File: src/rtl/exe_mul_hilo_unit_pkg.sv
// Shared types and constants for the EXE-stage multiplier / HI-LO unit.
package exe_mul_hilo_unit_pkg;

  localparam int unsigned MUL_ITERS = 32;

  typedef enum logic {
    IDLE = 1'b0,
    BUSY = 1'b1
  } mul_state_t;

endpackage

File: src/rtl/exe_mul_hilo_unit.sv
// Iterative radix-2 shift-add MULT/MULTU with the architectural HI/LO registers
// and the HI/LO / multiplier structural-hazard stall for the EXE stage.
module exe_mul_hilo_unit
  import exe_mul_hilo_unit_pkg::*;
#(
  parameter int unsigned WIDTH = MUL_ITERS
) (
  input  logic             clk,
  input  logic             rst,
  input  logic             start,
  input  logic             is_signed,
  input  logic [WIDTH-1:0] op_a,
  input  logic [WIDTH-1:0] op_b,
  input  logic             hilo_rd,
  input  logic             flush,
  output logic             stall,
  output logic             busy,
  output logic             done,
  output logic [WIDTH-1:0] hi,
  output logic [WIDTH-1:0] lo
);

  localparam int unsigned CNT_W  = (WIDTH > 1) ? $clog2(WIDTH) : 1;
  localparam int unsigned PROD_W = 2 * WIDTH;

  mul_state_t        state;
  logic [CNT_W-1:0]  count;
  logic [WIDTH-1:0]  mcand;
  logic [WIDTH-1:0]  mplier;
  logic [PROD_W-1:0] acc;
  logic              neg;
  logic              done_q;
  logic [WIDTH-1:0]  hi_q;
  logic [WIDTH-1:0]  lo_q;

  logic [WIDTH-1:0]  mag_a_c;
  logic [WIDTH-1:0]  mag_b_c;
  logic [WIDTH-1:0]  addend_c;
  logic [WIDTH:0]    sum_c;
  logic [PROD_W-1:0] acc_next_c;
  logic [PROD_W-1:0] prod_c;
  logic              last_c;

  // Operand magnitudes; 2^(WIDTH-1) stays exact as an unsigned WIDTH-bit value.
  always_comb begin
    mag_a_c = op_a;
    mag_b_c = op_b;
    if (is_signed && op_a[WIDTH-1]) mag_a_c = ~op_a + WIDTH'(1);
    if (is_signed && op_b[WIDTH-1]) mag_b_c = ~op_b + WIDTH'(1);
  end

  // One shift-add step: carry-keeping add into the upper half, then shift right.
  always_comb begin
    addend_c   = mplier[0] ? mcand : '0;
    sum_c      = {1'b0, acc[PROD_W-1:WIDTH]} + {1'b0, addend_c};
    acc_next_c = {sum_c, acc[WIDTH-1:1]};
    prod_c     = neg ? (~acc_next_c + PROD_W'(1)) : acc_next_c;
    last_c     = (count == CNT_W'(WIDTH - 1));
  end

  always_ff @(posedge clk) begin
    if (rst) begin
      state  <= IDLE;
      count  <= '0;
      mcand  <= '0;
      mplier <= '0;
      acc    <= '0;
      neg    <= 1'b0;
      done_q <= 1'b0;
      hi_q   <= '0;
      lo_q   <= '0;
    end else begin
      done_q <= 1'b0;
      case (state)
        IDLE: begin
          if (start && !flush) begin
            state  <= BUSY;
            mcand  <= mag_a_c;
            mplier <= mag_b_c;
            neg    <= is_signed & (op_a[WIDTH-1] ^ op_b[WIDTH-1]);
            count  <= '0;
            acc    <= '0;
          end
        end
        BUSY: begin
          if (flush) begin
            // Abort: HI/LO keep their architectural values, no done pulse.
            state <= IDLE;
          end else begin
            acc    <= acc_next_c;
            mplier <= {1'b0, mplier[WIDTH-1:1]};
            count  <= count + CNT_W'(1);
            if (last_c) begin
              state  <= IDLE;
              hi_q   <= prod_c[PROD_W-1:WIDTH];
              lo_q   <= prod_c[WIDTH-1:0];
              done_q <= 1'b1;
            end
          end
        end
        default: state <= IDLE;
      endcase
    end
  end

  assign busy  = (state == BUSY);
  assign done  = done_q;
  assign hi    = hi_q;
  assign lo    = lo_q;
  // Only HI/LO readers and a following multiply wait on an in-flight operation.
  assign stall = busy & (hilo_rd | start);

endmodule

File: config.mk
export PLATFORM = sky130hd
export DESIGN_NAME = exe_mul_hilo_unit
export DESIGN_NICKNAME = d
export VERILOG_FILES = /design/src/rtl/exe_mul_hilo_unit_pkg.sv /design/src/rtl/exe_mul_hilo_unit.sv
export SDC_FILE = /design/constraint.sdc
export NUM_CORES = 1
export LEC_CHECK = 0
export ABC_AREA = 1
export CAP_MARGIN = 20
export CORE_ASPECT_RATIO = 1.5
export CORE_MARGIN = 4
export CORE_UTILIZATION = 41
export CTS_BUF_LIST = sky130_fd_sc_hd__clkbuf_4
export DETAILED_ROUTE_END_ITERATION = 6
export PLACE_DENSITY = 0.65
export SETUP_SLACK_MARGIN = 0.3
export SLEW_MARGIN = 15
export SYNTH_ARGS = -nofsm -noshare
export SYNTH_HDL_FRONTEND = slang
export SYNTH_SLANG_ARGS = --single-unit
File: constraint.sdc
create_clock -name clk -period 4.5 [get_ports clk]
set_input_delay 1.35 -clock clk [delete_from_list [all_inputs] [get_ports clk]]
set_output_delay 1.35 -clock clk [all_outputs]
set_load 0.005 [all_outputs]
# Word level (Yosys, flattened, before mapping)
# Cells that the tools add are included.
# Widths: inputs -> output; s select.
[word_totals]
register_bits = 200
output_inout_bits = 67
inputBits = 70
[classes]
n_reduce_logical = 8
bitwise_logic = 9
n_addsub = 5
muxes = 18
n_eq_ne = 3
[ops]
columns = ["op", "n"]
rows = [
  ["$mux 64", 3],
  ["$mux 32", 5],
  ["$pmux 64 s2", 1],
  ["$add 32x1->32 const B", 2],
  ["$add 64x1->64 const B", 1],
  ["$not 32->32", 2],
  ["$not 64->64", 1],
  ["$pmux 32 s2", 1],
  ["$add 32x32->33", 1],
  ["$mux 5", 2],
  ["$pmux 5 s2", 1],
  ["$add 5x1->5 const B", 1],
  ["$eq 5x5->1 const B", 1],
  ["$mux 1", 4],
  ["$ne 2x2->1 const B", 2],
  ["$reduce_and 2->1", 2],
  ["$logic_and 1x1->1", 3],
  ["$reduce_and 3->1", 1],
  ["$reduce_or 3->1", 1],
  ["$and 1x1->1", 2],
  ["$not 1->1", 2],
  ["$pmux 1 s2", 1],
  ["$logic_not 1->1", 1],
  ["$or 1x1->1", 1],
  ["$xor 1x1->1", 1],
]

# Logic depth before layout (Yosys ltp)
# Gate-level depths: netlist of the first run.
[depth]
word_depth = 5
depth_mapped = 26

# Least setup slack after synthesis of the first run
# Ideal clock, no wire load.
[synth_path]
path_kind = "input -> register"
start = "input port op_a[0]"
end = "register mcand[26]"
path_stages = 14
t_required_ns = 4.385
path_buffers = 0
t_arrival_ns = 2.988
setup_slack_ns = 1.398
setup_time_ns = 0.115
path_cell_list = "inv_1 ha_1 inv_1 nor3_1 nand2_1 nor3_2 nand4_1 nand2_1 o21ai_1 a21oi_1 o21ai_0 xor2_1 o21bai_1 inv_1"
[synth_via]
elab_chain_len = 3
[synth_lines]
columns = ["element", "line", "rtl"]
rows = [
  ["start: declaration", "exe_mul_hilo_unit.sv:12", "input logic [WIDTH-1:0] op_a,"],
  ["$not 32->32", "exe_mul_hilo_unit.sv:48", "if (is_signed && op_a[WIDTH-1]) mag_a_c = ~op_a + WIDTH'(1);"],
  ["$add 32x1->32", "exe_mul_hilo_unit.sv:48", ""],
  ["$mux 32", "exe_mul_hilo_unit.sv:48", ""],
  ["end signal: assignment", "exe_mul_hilo_unit.sv:78", "mcand <= mag_a_c;"],
  ["end: declaration", "exe_mul_hilo_unit.sv:28", "logic [WIDTH-1:0] mcand;"],
]
# No other way between the ends.
# A chain may end at the register's enable or synchronous reset.

# Worst setup path after layout of the first run
[layout_path]
start = "input port start"
end = "output port stall"
[layout_via]
elab_chain_len = 2
[layout_lines]
columns = ["element", "line", "rtl"]
rows = [
  ["start: declaration", "exe_mul_hilo_unit.sv:10", "input logic start,"],
  ["$or 1x1->1", "exe_mul_hilo_unit.sv:111", "assign stall = busy & (hilo_rd | start);"],
  ["$and 1x1->1", "exe_mul_hilo_unit.sv:111", ""],
  ["end: declaration", "exe_mul_hilo_unit.sv:16", "output logic stall,"],
]
# No other way between the ends.

==> summary.md, run 1 <==
| Metric | Value |
|---|---|
| Root buffer cell | clkbuf_4 |
| Final Hold Vio Count | 0 |
| RSZ-0062 raised after global routing | no |
| Share of the synthesized area in the top cell type | 29.6% |
| Final worst clock skew | between 20 and 25 ps |
| Total Wirelength | 39800 µm |
| DR vias/cell | 5.09 |
| Netlist cell types | 50 |
| Synthesized flop and latch total | 199 |
| Grt ovf | 0 |
| FFs w/ async S/R, synth | 0% |
| CTS tree | done |
| Clk sinks | 199 |
| Register area share after synthesis | a little under 30% |
| Initial antenna violation count | 2 |
| Syn Nets | 2272 |
| CTS clock-pin slew for the worst setup and hold paths | 160 ps |
| Worst-path cell chain | clkdlybuf4s50_1 > nor2_1 > nor2_1 > clkdlybuf4s50_1 |
| Largest family of logic cells by synthesized area | simple AND/OR/NAND/NOR gates |
| WL per Instance | ~15 µm |
| Port Buf Inserts | 136 |
| Setup_tns | 0 ps |
| Slowest-stage cell, CP | clkdlybuf4s50_1 |
| 1st-pass router iterations | 5 |
| Multi-input logic area | 8060 µm² |
| Total power | 3340 µW |
| Worst hold path depth | 2 |
| CP Class | input pin to output pin |
| Pre-CTS setup slack | 696 ps |
| Max FO, Critical Path | 2 |
| Slew @ Worst Pin | 906 ps |
| 1st-iter DRT viols | between 700 and 800 |
| Starting density of the core | between 40% and 50% |
| # resized after CTS | 0 |
| Final setup violation count | 0 |
| Post-route cell area | 15400 µm² |
| Synth Area in Compound Gates | approximately 17% |
| Hold-fix buffers, CTS | 0 |
| Syn Area/Cell | 6.22 µm² |
| Crit path capture type | output pin |
| Rows | between 80 and 90 |
| Routability Congestion | 0.931 |
| Largest net degree at the start of global routing | 86 |
| Arr. time, crit path | roughly 2500 ps |
| Clk Latency, worst-skew pair | 650 ps |
| Postcts setup bufs | 0 |
| Core area | 32500 µm² |
| XOR/XNOR Fraction of Synth Area | approximately 5.3% |
| Final Core Density | 47.4% |
| Residual DRC | 0 |
| Static Leak | 0.00750 µW |
| Vias in the first global route | 13500 |
| Reg2Reg Depth | 20 |
| First-pass GRT wire length | 65000 µm |
| Fin crit share | about 85% |
| Status | finished clean |
| Die span in x | 156 µm |
| # H-tree levels | 4 |
| Clk buf depth | 2 |
| Post-DP Area | 15200 µm² |
| Worst Path Required | approximately 3200 ps |
| IO Pins | 137 |
| Fin. max-slew vios | 0 |
| Worst rel slew slack | 39.2% |
| Max cap viols | 0 |
| Number of flops mapped to enable cells by yosys | 0 |
| Pwr dens | 217 nW/µm² |
| Die area | 35800 µm² |
| Synth Area in Adders | 3.59% |
| Post-synthesis simple-gate area fraction | 33.4% |
| Top_reg_cell synth | dfxtp_1 |
| Storage cell area | about 4000 µm² |
| HPWL Detailed | 30300 µm |
| Startpoint Class | input pin |
| Hold Crit Class | flop to flop |
| Largest stage delay, worst path | roughly 500 ps |
| Area grow syn2layout | 14.5% |
| Total track usage | 22.3% |
| Filler cells | ~3500 |
| Vias | 13600 |
| Minimum clock period | 3810 ps |
| Main area contributors after synthesis | dfxtp_1 (30%), nand2_1 (18%), inv_1 (7.6%), a21oi_1 (7.5%), o21ai_0 (5.8%) |
| Max VDD drop | ~0.14 mV |
| Area leader, netlist | dfxtp_1 |
| Yosys Warn Count | 0 |
| Multiplexer share of the synthesized area | 0.0744% |
| Fmax | 263 MHz |
| Nets | 2357 |
| Syn Inst Count | 2164 |
| Post-route ant nets | 0 |
| Post-Syn Area | 13500 µm² |
| Total CTS buffers | 17 |
| Final Worst Setup Slack | 694 ps |
| Fraction of layout instances using a drive strength above 1 | slightly below 7% |
| Die Y | 230 µm |
through the flow:
stage | hold slack (ps) | cells
2_1_floorplan | 444 | 2164
3_3_place_gp | 455 | 2645
3_5_place_dp | 458 | 2645
4_1_cts | 480 | 2676
5_1_grt | 503 | 2678
6_report | 478 | 2678
metal layers:
| layer | track usage [%] | up-vias | routed length, µm |
|---|---|---|---|
| met3 | 2.82 | 98 | 898 |
| met5 | 0 | - | 0 |
| met4 | 12.2 | 0 | 2300 |
| met1 | 23.3 | 6210 | 15400 |
| met2 | 42.4 | 236 | 21200 |
| li1 | - | 7091 | - |
placed cells by master, fill, tap and decap left out, types with 37 or more instances in the layout:
| master | instances |
|---|---|
| ha_1 | 37 |
| nand3_1 | 83 |
| nand2_1 | 629 |
| inv_1 | 271 |
| dfxtp_1 | 199 |
| xor2_1 | 63 |
| clkdlybuf4s50_1 | 135 |
| a21oi_1 | 202 |
| o21ai_0 | 156 |
| nor2_1 | 171 |
registers in the layout (all words and copies together) (netlist names):
name / count
acc: 63
busy: 1
count: 5
done: 1
hi: 32
lo: 32
mcand: 32
mplier: 32
neg: 1
worst max-delay path, delay by kind of cell:
kind | cells | cell delay (ps)
AND/OR/NAND/NOR | 2 | 130
buffers and inverters | 2 | 980
kinds of logic after synthesis:
kind of cell | after synthesis
XOR/XNOR | 82
adder cells (fa/ha/maj) | 38
flip-flops | 199
AND/OR/NAND/NOR | 1038
buffers and inverters | 378
AO/OA/AOI/OAI | 428
multiplexers | 1
cells in the mapped netlist, types with 11 or more instances:
| cell | count |
|---|---|
| nand3_1 | 83 |
| xor2_1 | 63 |
| inv_2 | 17 |
| nand4_1 | 22 |
| nand2_1 | 629 |
| nand2_2 | 30 |
| o221ai_1 | 15 |
| clkbuf_1 | 72 |
| nor2_1 | 173 |
| inv_1 | 273 |
| nand3b_1 | 13 |
| o21bai_1 | 12 |
| nor2_2 | 19 |
| a21oi_1 | 202 |
| dfxtp_1 | 199 |
| o21ai_0 | 156 |
| nor3_1 | 30 |
| ha_1 | 37 |
| o211ai_1 | 11 |
| xnor2_1 | 19 |
report_power, final:
| part | switching, µW | internal [µW] |
|---|---|---|
| clock | 660 | 276 |
| combinational | 361 | 210 |
| sequential | 25.5 | 1810 |
| total | 1050 | 2300 |
path summary, 6_finish.rpt:
| path | from | endpoint | slack (ps) |
|---|---|---|---|
| worst max-delay path | start | stall | 690 |
| worst min-delay path | acc[32] | acc[32] | 480 |
| worst max register to register | mplier[0] | hi[30] | 1140 |
| worst min register to register | acc[32] | acc[32] | 480 |
layout make-up:
type	count	area share (%)
sequential	199	25.8
tap	415	3.37
multi-input combinational	1587	52.3
antenna	2	0.0325
inverter	293	7.15
clock inverter	14	0.828
timing repair buffer	151	9.69
clock buffer	17	0.828
Power figures use the tool's default switching activity.
==> run 2: changes to the inputs <==
--- a/config.mk
+++ b/config.mk
@@ -12,7 +12,7 @@
 export CORE_UTILIZATION = 41
 export CTS_BUF_LIST = sky130_fd_sc_hd__clkbuf_4
 export DETAILED_ROUTE_END_ITERATION = 6
-export PLACE_DENSITY = 0.65
+export PLACE_DENSITY = 0.67
 export SETUP_SLACK_MARGIN = 0.3
 export SLEW_MARGIN = 15
 export SYNTH_ARGS = -nofsm -noshare
==> constraint.sdc (replaced) <==
create_clock -name clk -period 3.38 [get_ports clk]
set_input_delay 1.014 -clock clk [delete_from_list [all_inputs] [get_ports clk]]
set_output_delay 1.014 -clock clk [all_outputs]
set_load 0.005 [all_outputs]
==> summary.md, run 2 (synthesis results as in run 1) <==
| Metric | Value |
|---|---|
| Status | finished clean |
| Final Core Density | 49.0% |
| Fmax | 338 MHz |
| Die Y | 230 µm |
| Clk Latency, worst-skew pair | 630 ps |
| Final worst clock skew | 25.2 ps |
| Minimum clock period | 2960 ps |
| Static Leak | 0.00759 µW |
| Total CTS buffers | 17 |
| Startpoint Class | flop |
| Fin Hold WS | between 400 and 500 ps |
| Grt ovf | 0 |
| Hold path start | mplier[1] |
| Reg2Reg Depth | 18 |
| Max FO, Critical Path | 16 |
| CP Class | flop to flop |
| Commonest non-fill, non-tap cells in the layout | nand2_1 (614), inv_1 (271), a21oi_1 (201) |
| Slew @ Worst Pin | 825 ps |
| CTS tree | done |
| Rows | 81 |
| Largest register by flop count | acc |
| Total Wirelength | 40400 µm |
| RSZ-0062 raised after global routing | yes |
| Largest net degree at the start of global routing | 71 |
| Pwr dens | approximately 280 nW/µm² |
| Core area | around 33000 µm² |
| Worst Path Required | between 3000 and 4000 ps |
| Arr. time, crit path | 3490 ps |
| Total power | ~4400 µW |
| Filler cells | approximately 3300 |
| Commonest non-fill, non-tap cell in the layout | nand2_1 |
| Residual DRC | 0 |
| Worst R2R Setup Slack | between 400 and 500 ps |
| Worst Hold Path EP | mplier[0] |
| Fin crit share | 87.4% |
| Vias | 13900 |
| Final setup violation count | 0 |
| Total track usage | 22.5% |
| DR vias/cell | approximately 5.1 |
| Worst rel slew slack | 45.0% |
| Nets | ~2400 |
| Fin. max-slew vios | 0 |
| HPWL Detailed | 31200 µm |
| Final Hold Vio Count | 0 |
| Die span in x | 156 µm |
| Root buffer cell | clkbuf_4 |
| 1st-iter DRT viols | around 700 |
| Clk sinks | 199 |
| Port Buf Inserts | 136 |
| Starting density of the core | 41.4% |
| First-pass GRT wire length | 65400 µm |
| Clk buf depth | 2 |
| Vias in the first global route | 13600 |
| Max reg flops | 63 |
| # H-tree levels | 4 |
| CTS clock-pin slew for the worst setup and hold paths | ~170 ps |
| Routability Congestion | a little over 0.9 |
| 1st-pass router iterations | 7 |
| Crit path capture type | flop |
| Max cap viols | 0 |
| Fraction of layout instances using a drive strength above 1 | approximately a tenth |
| FF-to-FF End | hi[23] |
| Area grow syn2layout | 18.4% |
| Storage cell area | 3990 µm² |
| Post-route ant nets | 0 |
| Multi-input logic area | 8320 µm² |
| Reg-to-Reg Start | mplier[0] |
| Hold Crit Class | flop to flop |
| WL per Instance | 14.9 µm |
| Initial antenna violation count | 1 |
| Die area | between 30000 and 40000 µm² |
| IO Pins | 137 |
| Max VDD drop | 0.208 mV |
| Worst hold path depth | 2 |
## run 2: stage by stage
step	worst slack, ps	area (µm²)	setup TNS (ps)	std cells
after floorplan	574	13500	0	2164
after CTS	322	15600	0	2698
final	425	15900	0	2703
after global routing	249	15900	0	2703
after detailed placement	-55.8	15400	-93.9	2666
after global placement	20.8	15400	0	2666
## run 2: worst max-delay path by stage
stage               from   endpoint  slack, ps  depth (start not counted)
5_1_grt        mplier[0]     hi[23]        250                         18
2_1_floorplan  mplier[0]     hi[28]        570                         24
6_report       mplier[0]     hi[23]        420                         18
3_5_place_dp     op_a[1]  mcand[26]        -60                         15
3_3_place_gp     op_a[1]  mcand[26]         20                         15
4_1_cts        mplier[0]     hi[23]        320                         19
## run 2: final cells by class
| type | instances | area share (%) |
|---|---|---|
| multi-input combinational | 1587 | 52.2 |
| inverter | 293 | 6.91 |
| clock inverter | 15 | 0.778 |
| clock buffer | 17 | 0.801 |
| sequential | 199 | 25.0 |
| tap | 415 | 3.26 |
| antenna | 1 | 0.0157 |
| timing repair buffer | 176 | 11.0 |
## run 2: critical path: stages, from the launching register on
cell,delay [ps]
dfxtp_4,410
buf_12,150
nand2_1,50
inv_1,50
ha_2,390
nand2_1,160
nor2_1,180
nand2_1,140
nor2_1,130
nand2_1,80
nand3_1,80
nand2_1,60
nand2_2,110
nand2_1,140
nor2_2,150
nand3_1,80
nand2_1,130
xor2_1,250
a21oi_1,100
## run 2: repair_timing
action / CTS / global route
resized for setup: 2 / 74
hold buffers: 0 / 0
setup endpoints to repair: 2 / 20
buffers inserted: 0 / 3
endpoints found under the hold margin: 0 / 0
gates cloned: 0 / 1
pin swaps: 0 / 8
## run 2: routing by layer
layer  track usage [%]  vias to the layer above  wire [µm]
met3              2.69                      105        985
met1              23.3                     6344      15200
li1                  -                     7127          -
met4              11.1                        0       2250
met2              43.5                      275      21900
met5                 0                        -          0
## run 2: power by group
group          switching (µW)  internal (µW)
Sequential               37.5           2410
Combinational             488            311
Clock                     887            306
